[src/rtl/i2c_slave_pkg.sv]
// Shared types and constants for the I2C slave engine: FSM state encoding,
// default device address and the bus-level ACK/NACK values.
package i2c_slave_pkg;

  localparam logic [6:0] DEFAULT_DEV_ADDR = 7'h30;
  localparam logic       ACK_BIT          = 1'b0;
  localparam logic       NACK_BIT         = 1'b1;

  typedef enum logic [3:0] {
    ST_IDLE,
    ST_DEV_ADDR,
    ST_DEV_ACK,
    ST_PTR_BYTE,
    ST_PTR_ACK,
    ST_WR_BYTE,
    ST_WR_ACK,
    ST_RD_BYTE,
    ST_RD_ACK,
    ST_WAIT_STOP
  } engineState_t;

endpackage

[src/rtl/i2c_slave_engine_if.sv]
// Bundles the I2C pins and the register-file access port of the slave engine.
interface i2c_slave_engine_if;

  logic       scl_in;
  logic       sda_in;
  logic       sda_oe;
  logic [7:0] addr;
  logic [7:0] dataToReg;
  logic       writeEn;
  logic [7:0] dataFromReg;
  logic       busy;

  modport slave (
    input  scl_in, sda_in, dataFromReg,
    output sda_oe, addr, dataToReg, writeEn, busy
  );

  modport master (
    output scl_in, sda_in, dataFromReg,
    input  sda_oe, addr, dataToReg, writeEn, busy
  );

endinterface

[src/rtl/i2c_line_filter.sv]
// Cleans one asynchronous bus line: 2-flop synchronizer, deglitcher that needs
// FILTER_LEN consecutive new samples, and one-clock rise/fall pulses.
module i2c_line_filter #(
  parameter int FILTER_LEN = 3
) (
  input  logic clk,
  input  logic rst_n,
  input  logic lineIn,
  output logic level,
  output logic rise,
  output logic fall
);

  logic       sync1;
  logic       sync2;
  logic [3:0] runCnt;

  // Pulses are issued in the same clock the filtered level flips, so level
  // and its edge pulse are always seen together downstream.
  always_ff @(posedge clk or negedge rst_n) begin
    if (!rst_n) begin
      sync1  <= 1'b1;
      sync2  <= 1'b1;
      level  <= 1'b1;
      runCnt <= 4'd0;
      rise   <= 1'b0;
      fall   <= 1'b0;
    end else begin
      sync1 <= lineIn;
      sync2 <= sync1;
      rise  <= 1'b0;
      fall  <= 1'b0;
      if (sync2 == level) begin
        runCnt <= 4'd0;
      end else if (runCnt == 4'(FILTER_LEN - 1)) begin
        level  <= sync2;
        runCnt <= 4'd0;
        rise   <= sync2;
        fall   <= ~sync2;
      end else begin
        runCnt <= runCnt + 4'd1;
      end
    end
  end

endmodule

[src/rtl/i2c_slave_engine.sv]
// I2C slave protocol engine: decodes START/STOP, matches the device address,
// keeps an auto-incrementing register pointer and strobes writes / serializes reads.
module i2c_slave_engine
  import i2c_slave_pkg::*;
#(
  parameter logic [6:0] DEV_ADDR   = DEFAULT_DEV_ADDR,
  parameter int         FILTER_LEN = 3
) (
  input logic               clk,
  input logic               rst_n,
  i2c_slave_engine_if.slave bus
);

  logic sclLevel, sclRise, sclFall;
  logic sdaLevel, sdaRise, sdaFall;

  i2c_line_filter #(.FILTER_LEN(FILTER_LEN)) sclFilter (
    .clk    (clk),
    .rst_n  (rst_n),
    .lineIn (bus.scl_in),
    .level  (sclLevel),
    .rise   (sclRise),
    .fall   (sclFall)
  );

  i2c_line_filter #(.FILTER_LEN(FILTER_LEN)) sdaFilter (
    .clk    (clk),
    .rst_n  (rst_n),
    .lineIn (bus.sda_in),
    .level  (sdaLevel),
    .rise   (sdaRise),
    .fall   (sdaFall)
  );

  engineState_t state, stateNext;
  logic [2:0]   bitCnt, bitCntNext;
  logic         byteDone, byteDoneNext;
  logic [7:0]   shiftReg, shiftNext;
  logic         rwBit, rwNext;
  logic [7:0]   ptr, ptrNext;
  logic         oe, oeNext;
  logic         we, weNext;
  logic [7:0]   dataReg, dataNext;
  logic         busyReg, busyNext;
  logic         incPending, incPendingNext;
  logic         startCond, stopCond;

  assign startCond = sdaFall & sclLevel;
  assign stopCond  = sdaRise & sclLevel;

  assign bus.sda_oe    = oe;
  assign bus.addr      = ptr;
  assign bus.dataToReg = dataReg;
  assign bus.writeEn   = we;
  assign bus.busy      = busyReg;

  always_ff @(posedge clk or negedge rst_n) begin
    if (!rst_n) begin
      state      <= ST_IDLE;
      bitCnt     <= 3'd0;
      byteDone   <= 1'b0;
      shiftReg   <= 8'h00;
      rwBit      <= 1'b0;
      ptr        <= 8'h00;
      oe         <= 1'b0;
      we         <= 1'b0;
      dataReg    <= 8'h00;
      busyReg    <= 1'b0;
      incPending <= 1'b0;
    end else begin
      state      <= stateNext;
      bitCnt     <= bitCntNext;
      byteDone   <= byteDoneNext;
      shiftReg   <= shiftNext;
      rwBit      <= rwNext;
      ptr        <= ptrNext;
      oe         <= oeNext;
      we         <= weNext;
      dataReg    <= dataNext;
      busyReg    <= busyNext;
      incPending <= incPendingNext;
    end
  end

  // The write pointer bumps two clocks after the strobe so addr/dataToReg
  // hold for the strobe clock and the one after it.
  always_comb begin
    stateNext      = state;
    bitCntNext     = bitCnt;
    byteDoneNext   = byteDone;
    shiftNext      = shiftReg;
    rwNext         = rwBit;
    oeNext         = oe;
    weNext         = 1'b0;
    dataNext       = dataReg;
    busyNext       = busyReg;
    incPendingNext = we;
    ptrNext        = incPending ? ptr + 8'd1 : ptr;

    if (stopCond) begin
      stateNext    = ST_IDLE;
      oeNext       = 1'b0;
      busyNext     = 1'b0;
      bitCntNext   = 3'd0;
      byteDoneNext = 1'b0;
    end else if (startCond) begin
      stateNext    = ST_DEV_ADDR;
      bitCntNext   = 3'd0;
      byteDoneNext = 1'b0;
    end else begin
      case (state)
        ST_DEV_ADDR, ST_PTR_BYTE, ST_WR_BYTE: begin
          if (sclRise && !byteDone) begin
            shiftNext    = {shiftReg[6:0], sdaLevel};
            bitCntNext   = bitCnt + 3'd1;
            byteDoneNext = (bitCnt == 3'd7);
          end else if (sclFall && byteDone) begin
            byteDoneNext = 1'b0;
            oeNext       = 1'b1;
            if (state == ST_DEV_ADDR) begin
              if (shiftReg[7:1] == DEV_ADDR) begin
                stateNext = ST_DEV_ACK;
                busyNext  = 1'b1;
                rwNext    = shiftReg[0];
              end else begin
                stateNext = ST_WAIT_STOP;
                oeNext    = 1'b0;
              end
            end else if (state == ST_PTR_BYTE) begin
              ptrNext   = shiftReg;
              stateNext = ST_PTR_ACK;
            end else begin
              dataNext  = shiftReg;
              weNext    = 1'b1;
              stateNext = ST_WR_ACK;
            end
          end
        end
        ST_DEV_ACK: begin
          if (sclFall) begin
            bitCntNext = 3'd0;
            if (rwBit) begin
              shiftNext = bus.dataFromReg;
              oeNext    = ~bus.dataFromReg[7];
              stateNext = ST_RD_BYTE;
            end else begin
              oeNext    = 1'b0;
              stateNext = ST_PTR_BYTE;
            end
          end
        end
        ST_PTR_ACK, ST_WR_ACK: begin
          if (sclFall) begin
            oeNext     = 1'b0;
            bitCntNext = 3'd0;
            stateNext  = ST_WR_BYTE;
          end
        end
        ST_RD_BYTE: begin
          if (sclRise && !byteDone) begin
            bitCntNext   = bitCnt + 3'd1;
            byteDoneNext = (bitCnt == 3'd7);
          end else if (sclFall) begin
            if (byteDone) begin
              oeNext       = 1'b0;
              byteDoneNext = 1'b0;
              stateNext    = ST_RD_ACK;
            end else begin
              shiftNext = {shiftReg[6:0], 1'b0};
              oeNext    = ~shiftReg[6];
            end
          end
        end
        ST_RD_ACK: begin
          // Pointer moves on the ACK rise; the next byte loads half a period later.
          if (sclRise) begin
            if (sdaLevel == ACK_BIT) begin
              ptrNext = ptr + 8'd1;
            end else begin
              stateNext = ST_WAIT_STOP;
            end
          end else if (sclFall) begin
            shiftNext  = bus.dataFromReg;
            oeNext     = ~bus.dataFromReg[7];
            bitCntNext = 3'd0;
            stateNext  = ST_RD_BYTE;
          end
        end
        default: begin
        end
      endcase
    end
  end

endmodule

[src/flat_wrapper.sv]
// flat-port wrapper written by rule: the top's interface ports become plain ports
module i2c_slave_engine_flat import i2c_slave_pkg::*;
#(
  parameter logic [6:0] DEV_ADDR   = DEFAULT_DEV_ADDR,
  parameter int         FILTER_LEN = 3
)
  (clk, rst_n, bus_scl_in, bus_sda_in, bus_dataFromReg, bus_sda_oe, bus_addr, bus_dataToReg, bus_writeEn, bus_busy);
  i2c_slave_engine_if bus_i ();
  input logic clk;
  input logic rst_n;
  input wire logic [$bits(bus_i.scl_in)-1:0] bus_scl_in;
  input wire logic [$bits(bus_i.sda_in)-1:0] bus_sda_in;
  input wire logic [$bits(bus_i.dataFromReg)-1:0] bus_dataFromReg;
  output wire logic [$bits(bus_i.sda_oe)-1:0] bus_sda_oe;
  output wire logic [$bits(bus_i.addr)-1:0] bus_addr;
  output wire logic [$bits(bus_i.dataToReg)-1:0] bus_dataToReg;
  output wire logic [$bits(bus_i.writeEn)-1:0] bus_writeEn;
  output wire logic [$bits(bus_i.busy)-1:0] bus_busy;
  assign bus_i.scl_in = bus_scl_in;
  assign bus_i.sda_in = bus_sda_in;
  assign bus_i.dataFromReg = bus_dataFromReg;
  assign bus_sda_oe = bus_i.sda_oe;
  assign bus_addr = bus_i.addr;
  assign bus_dataToReg = bus_i.dataToReg;
  assign bus_writeEn = bus_i.writeEn;
  assign bus_busy = bus_i.busy;
  i2c_slave_engine #(.DEV_ADDR(DEV_ADDR), .FILTER_LEN(FILTER_LEN)) u_core (.clk(clk), .rst_n(rst_n), .bus(bus_i));
endmodule
[config.mk]
export PLATFORM = sky130hd
export DESIGN_NAME = i2c_slave_engine_flat
export DESIGN_NICKNAME = d
export VERILOG_FILES = /design/src/rtl/i2c_slave_pkg.sv /design/src/rtl/i2c_slave_engine_if.sv /design/src/rtl/i2c_line_filter.sv /design/src/rtl/i2c_slave_engine.sv /design/src/flat_wrapper.sv
export SDC_FILE = /design/constraint.sdc
export NUM_CORES = 1
export LEC_CHECK = 0
export ABC_AREA = 1
export CAP_MARGIN = 10
export CELL_PAD_IN_SITES_DETAIL_PLACEMENT = 2
export CELL_PAD_IN_SITES_GLOBAL_PLACEMENT = 2
export CORE_MARGIN = 4
export CORE_UTILIZATION = 35
export CTS_BUF_LIST = sky130_fd_sc_hd__clkbuf_4 sky130_fd_sc_hd__clkbuf_8
export DETAILED_ROUTE_END_ITERATION = 10
export MAX_ROUTING_LAYER = met4
export PLACE_DENSITY_LB_ADDON = 0.05
export SLEW_MARGIN = 30
export SYNTH_ARGS = -nofsm -noshare
export SYNTH_HDL_FRONTEND = slang
export SYNTH_HIERARCHICAL = 1
export SYNTH_SLANG_ARGS = --single-unit
export TNS_END_PERCENT = 100
[constraint.sdc]
create_clock -name clk -period 2.45 [get_ports clk]
set_input_delay 0.245 -clock clk [delete_from_list [all_inputs] [get_ports clk]]
set_output_delay 0.245 -clock clk [all_outputs]
set_load 0.05 [all_outputs]
==> results_dict.tcl, run 1 <==
set metrics [dict create \
    status "finished clean" \
    groute.usage.overall_pct 21.8 \
    core_sq_um 9370 \
    antenna_found_initial 0 \
    hold_violations 0 \
    grt_pass1_vias 3845 \
    startpoint_type "register" \
    rows 35 \
    routed_wl_mm 11.3 \
    grt_pass1_wl_mm 19.6 \
    grt_max_degree 41 \
    clkLatencyLatePin_ns 0.31 \
    ios 31 \
    viasPerCell 5.03 \
    initialDrtViolationCount 109 \
    hold_ws_ns 0.319 \
    tritoncts "yes" \
    clkTransAtPathRegs_ns 0.11 \
    cts.htree.levels 2 \
    fillCellCount 1180 \
    ys_ff_latch 55 \
    path_cells "nor2_2, nand4_1, inv_1, nand2_1, nand3_1, nand2_1, nand2_1, nand2_1" \
    synthesis.nets 527 \
    diodes 0 \
    cts_buffer_depth 2 \
    endpoint_kind "register" \
    die_x_um 107 \
    synth_top_area_cell "dfrtp_1" \
    leakagePower_nw 2.09 \
    setup_viol 0 \
    final-instance-count-excl-fill 676 \
    rsz0062_at_grt "no" \
    tightest_slew_ns 0.510 \
    setup_tns_ns 0 \
    fin_crit_sh_pct 84.3 \
    cts_buffers 5 \
    finalClockSkew_ns 0.00620 \
    ir_drop_mv 0.379 \
    place_congestion 0.907 \
    dpl.hpwl_mm 8.70 \
    worst_path_dominant_cell_family "simple AND/OR/NAND/NOR gates" \
    drc_errors 0 \
    post-cts-setup-buffers 0 \
    max_stage_delay_ns 0.46 \
    clock_sinks 55 \
    power_density_nw_per_um2 1060 \
    dp.cells 667 \
    critical_path_class "reg2reg" \
    cp_data_required_time_ns 2.66 \
    fmax_mhz 484 \
    drv_slew 0 \
    critical_path_buf_inv_count 1 \
    slowest_stage "dfrtp_1" \
    antenna_left 0 \
    dr.pass1.iters 4 \
    total_power_mw 4.22 \
    die-area_sq_um 11400 \
    wl_per_cell_um 16.8 \
    ys_warn_count 6 \
    period_needed_ns 2.06 \
    slew_headroom_pct 65.9 \
    cp_max_fo 11 \
    dieHeight_um 107 \
    cts-root-buf "clkbuf_8" \
    area_delta_synth_final_pct 16.0 \
    crit_top_cell "nand2_1" \
    synth_seq_area_share_pct 40.5 \
    syn-cell-area_sq_um 3420 \
    port_buffers 30 \
    synth_cell_type_count 32 \
    synth_top_area_share_pct 35.8 \
    grt-ovfl-total 0 \
    syn_area_per_cell_sq_um 6.68 \
    drive_gt1_share_pct 8.59 \
    layout.nets 561 \
    hold_path.class "in2reg" \
    critical_path_arrival_ns 2.28 \
    netlist_instances 512 \
    netlist_top_cells_area "dfrtp_1 (36%), nand2_1 (21%), nand3_1 (8.0%)" \
    vias 3400 \
    cap_violations 0 \
    initial_core_util_pct 36.5 \
]
power by group:
group / internal [mW] / switching [mW]
logic: 0.694 / 1.60
registers: 1.12 / 0.254
clock network: 0.209 / 0.342
total: 2.02 / 2.20
synthesized netlist by cell type:
cell and instances:
clkbuf_1 2, a21oi_2 1, a211oi_1 1, xnor2_1 1, buf_2 3, a21oi_1 4
mux2i_1 1, ha_1 3, nor2_4 3, o211ai_1 3, nand2_1 193, nor3_1 1
nand3_2 1, nand3b_1 1, nor2_1 58, inv_2 4, dfstp_2 6, buf_6 3
nand4_1 6, nand2_2 8, o21ai_0 30, nor2_2 7, nand2_4 1, nor2_8 1
o21bai_1 1, inv_1 59, o21ai_1 3, clkbuf_2 1, nand3_1 55, or2_2 1
dfrtp_1 49, xor2_1 1
path summary, 6_finish.rpt:
kind	start	to	slack, ns	cells after the start
worst max-delay path	u_core/state[3]	u_core/bus.addr[4]	0.39	8
worst min-delay path	bus_sda_in	u_core/sdaFilter/sync1	0.32	1
worst max register to register	u_core/state[3]	u_core/bus.addr[4]	0.39	8
worst min register to register	u_core/sdaFilter/sync1	u_core/sdaFilter/sync2	0.36	0
max in group asynchronous	rst_n	u_core/sclFilter/sync1	1.41	3
min in group asynchronous	rst_n	u_core/bus.addr[7]	0.40	2
cells by family after synthesis:
logic type      count (synthesis)  share of synthesized area (%)
buf+inv                        72                           8.70
flops                          55                           40.5
xor+xnor                        2                          0.512
simple gates                  336                           42.2
compound gates                 43                           6.77
mux                             1                          0.293
fa+ha+maj                       3                           1.10
through the flow:
| stage | instance area [sq um] | util, % | worst slack (ns) |
|---|---|---|---|
| final | 3970 | 42.3 | 0.385 |
| after global routing | 3970 | 42.3 | 0.214 |
| after CTS | 3970 | 42.3 | 0.400 |
| after detailed placement | 3870 | 41.3 | 0.438 |
| after global placement | 3870 | 41.3 | 0.602 |
| after floorplan | 3420 | - | 0.618 |
sequential cells by signal (all words and copies together) (netlist names), 3 cells and up:
name / flops
u_core/bus.addr: 8
u_core/bus.dataToReg: 8
u_core/shiftReg: 8
u_core/sclFilter/runCnt: 4
u_core/sdaFilter/runCnt: 4
u_core/state: 4
u_core/bitCnt: 3
routing by layer:
metal,part of all wire [%],vias up,global-route usage (%)
met4,0.37,0,2.74
met3,2.7,2,2.05
met2,50,48,38.3
li1,-,1663,-
met1,47,1687,28.2
met5,0,-,-
timing repair:
action / 4_1_cts / 5_1_grt
endpoints found under the hold margin: 15 / 0
resized for setup: 0 / 0
hold buffers: 1 / 0
placed cells by master (no fill, tap or decap), types with 4 or more instances in the layout:
| cell type | instances |
|---|---|
| o21ai_0 | 30 |
| nor2_2 | 7 |
| buf_4 | 4 |
| inv_2 | 4 |
| nand2_2 | 8 |
| nand3_1 | 55 |
| clkbuf_8 | 5 |
| dfstp_2 | 6 |
| nand4_1 | 6 |
| nor2_1 | 58 |
| clkdlybuf4s50_1 | 29 |
| dfrtp_1 | 49 |
| inv_1 | 59 |
| a21oi_1 | 4 |
| nand2_1 | 193 |
final cells by class:
class / count / area, sq um / area share (%)
Clock inverter: 3 / 22.5 / 0.568
Clock buffer: 5 / 68.8 / 1.73
Timing Repair Buffer: 36 / 355 / 8.96
Sequential cell: 55 / 1380 / 34.9
Tap cell: 129 / 161 / 4.07
Multi-Input combinational cell: 385 / 1740 / 43.8
Inverter: 63 / 236 / 5.96
No activity file was read; power rests on OpenSTA's default activity.
==> run 2: changes to the inputs <==
Settings changed: CORE_UTILIZATION 35 to 30.
Clock period 2.45 ns to 1.74 ns, I/O delays scaled along.
==> run 2 against run 1 <==
- combinational power grew 64%
- critical path depth shrank 7
- clock-buffer cell count grew 1
- clock power grew 44%
==> results_dict.tcl, run 2 (same netlist as run 1, synthesis figures left out) <==
set metrics [dict create \
    status "finished clean" \
    fin_area_sq_um 4320 \
    cap_violations 0 \
    path_depth 1 \
    cts.htree.levels 2 \
    wl_per_cell_um 16.5 \
    dieHeight_um 115 \
    viasPerCell 4.93 \
    drc_errors 0 \
    path_cells "clkdlybuf4s50_1" \
    final_common_cell "nand2_1" \
    fin_crit_sh_pct 97.1 \
    p_sw_share_pct 50.3 \
    initial_core_util_pct 31.1 \
    diodes 0 \
    grt_pass1_vias 3841 \
    post-route-util_pct 39.3 \
    power_frac_seq_pct 29.5 \
    fmax_mhz 592 \
    layout.nets 590 \
    layout_setup_ws_ns 0.0508 \
    setup_viol 0 \
    rsz0062_at_grt "yes" \
    worst_path_dominant_cell_family "buffers and inverters" \
    grt_pass1_wl_mm 19.6 \
    antenna_found_initial 0 \
    antenna_left 0 \
    area_delta_synth_final_pct 26.2 \
    cts-root-buf "clkbuf_8" \
    dpl.hpwl_mm 9.04 \
    power.share.clock_pct 12.2 \
    slowest_stage "clkdlybuf4s50_1" \
    switchingPower_mw 3.26 \
    period_needed_ns 1.69 \
    critical_path_buf_inv_count 1 \
    grt-ovfl-total 0 \
    ir_drop_mv 0.478 \
    slew_headroom_pct 64.6 \
    drive_gt1_share_pct 18.9 \
    initialDrtViolationCount 95 \
    rows 38 \
    crit_end "bus_sda_oe" \
    die-area_sq_um 13200 \
    cp_max_fo 2 \
    startpoint_type "register" \
    reg2regPathDepth 10 \
    hold_violations 0 \
    critical_path_class "reg2out" \
    leakagePower_nw 2.37 \
    finalClockSkew_ns 0.00775 \
    vias 3529 \
    rrSetupSlack_ns 0.07 \
    die_x_um 115 \
    startpoint "u_core/bus.sda_oe" \
    p_int_mw 3.22 \
    max_stage_delay_ns 0.81 \
    fillCellCount 1334 \
    cts_buffers 5 \
    place_ws_ns 0.0105 \
    final_cell_mix "nand2_1 (189), inv_1 (55), nand3_1 (52), nor2_1 (49), dfrtp_1 (45)" \
    tightest_slew_ns 0.530 \
    placed_area_sq_um 4010 \
    clkLatencyLatePin_ns 0.32 \
    drv_slew 0 \
    groute.usage.overall_pct 19.3 \
    core_sq_um 11000 \
    dr.pass1.iters 4 \
    p_comb_share_pct 58.3 \
    power_density_nw_per_um2 1500 \
    port_buffers 30 \
    place_congestion 0.869 \
    ios 31 \
    routed_wl_mm 11.8 \
    cts_buffer_depth 2 \
    clock_sinks 55 \
    grt_max_degree 56 \
    cp_data_required_time_ns 1.57 \
    endpoint_kind "output port" \
    total_power_mw 6.48 \
    r2r_end "u_core/shiftReg[2]" \
    hold_path.class "in2reg" \
    clkTransAtPathRegs_ns 0.10 \
    r2r_start "u_core/state[2]" \
    setup_tns_ns 0 \
    critical_path_arrival_ns 1.52 \
    tritoncts "yes" \
]
## run 2: cell types whose count changed in the layout (fill, tap and decap cells not counted), sizes merged
cell | previous run | this run
buf | 6 | 43
dlymetal6s2s | 0 | 5
clkinvlp | 0 | 1
clkdlybuf4s50 | 29 | 16
inv | 65 | 63
clkbuf | 5 | 6
## run 2: area by class of cell
type / count / area, sq um / area share, %
clock buffer: 6 / 82.6 / 1.91
clock inverter: 2 / 16.3 / 0.377
inverter: 63 / 236 / 5.48
multi-input combinational: 385 / 1830 / 42.4
sequential: 55 / 1390 / 32.2
tap: 140 / 175 / 4.06
timing repair buffer: 65 / 589 / 13.6
## run 2: power groups by stage
stage	clock [mW]	sequential, mW	combinational (mW)
2_1_floorplan	0	2.09	2.08
3_3_place_gp	0	1.92	3.30
3_5_place_dp	0	1.94	3.39
4_1_cts	0.828	1.92	3.44
5_1_grt	0.889	1.97	4.26
6_report	0.790	1.91	3.78
## run 2: how the worst min path moves through the flow
stage	startpoint	end	slack (ns)	cells after the start
floorplan	rst_n	u_core/bitCnt[0]	-0.12	0
global placement	rst_n	u_core/bus.dataToReg[0]	0.20	2
detailed placement	rst_n	u_core/bus.dataToReg[0]	0.20	2
CTS	bus_scl_in	u_core/sclFilter/sync1	0.23	1
global route	bus_scl_in	u_core/sclFilter/sync1	0.22	1
finish	bus_scl_in	u_core/sclFilter/sync1	0.25	1
## run 2: through the flow
stage	instances	hold WS, ns
2_1_floorplan	512	-0.122
3_5_place_dp	698	0.201
3_3_place_gp	698	0.200
5_1_grt	716	0.216
4_1_cts	709	0.232
6_report	716	0.248
## run 2: layer usage
metal  up-vias  GRT usage [%]  wire length, um
li1       1721              -                -
met1      1766           24.1             5490
met2        29           33.6             5990
met3        13           1.89              177
met4         0           4.93              180
met5         -              -                0
## run 2: timing repair
item / CTS / global route
pin swaps: 1 / 6
endpoints found under the hold margin: 49 / 0
setup buffers: 2 / 7
hold buffers: 1 / 0
gates resized for setup: 3 / 39
setup endpoints to repair: 7 / 39
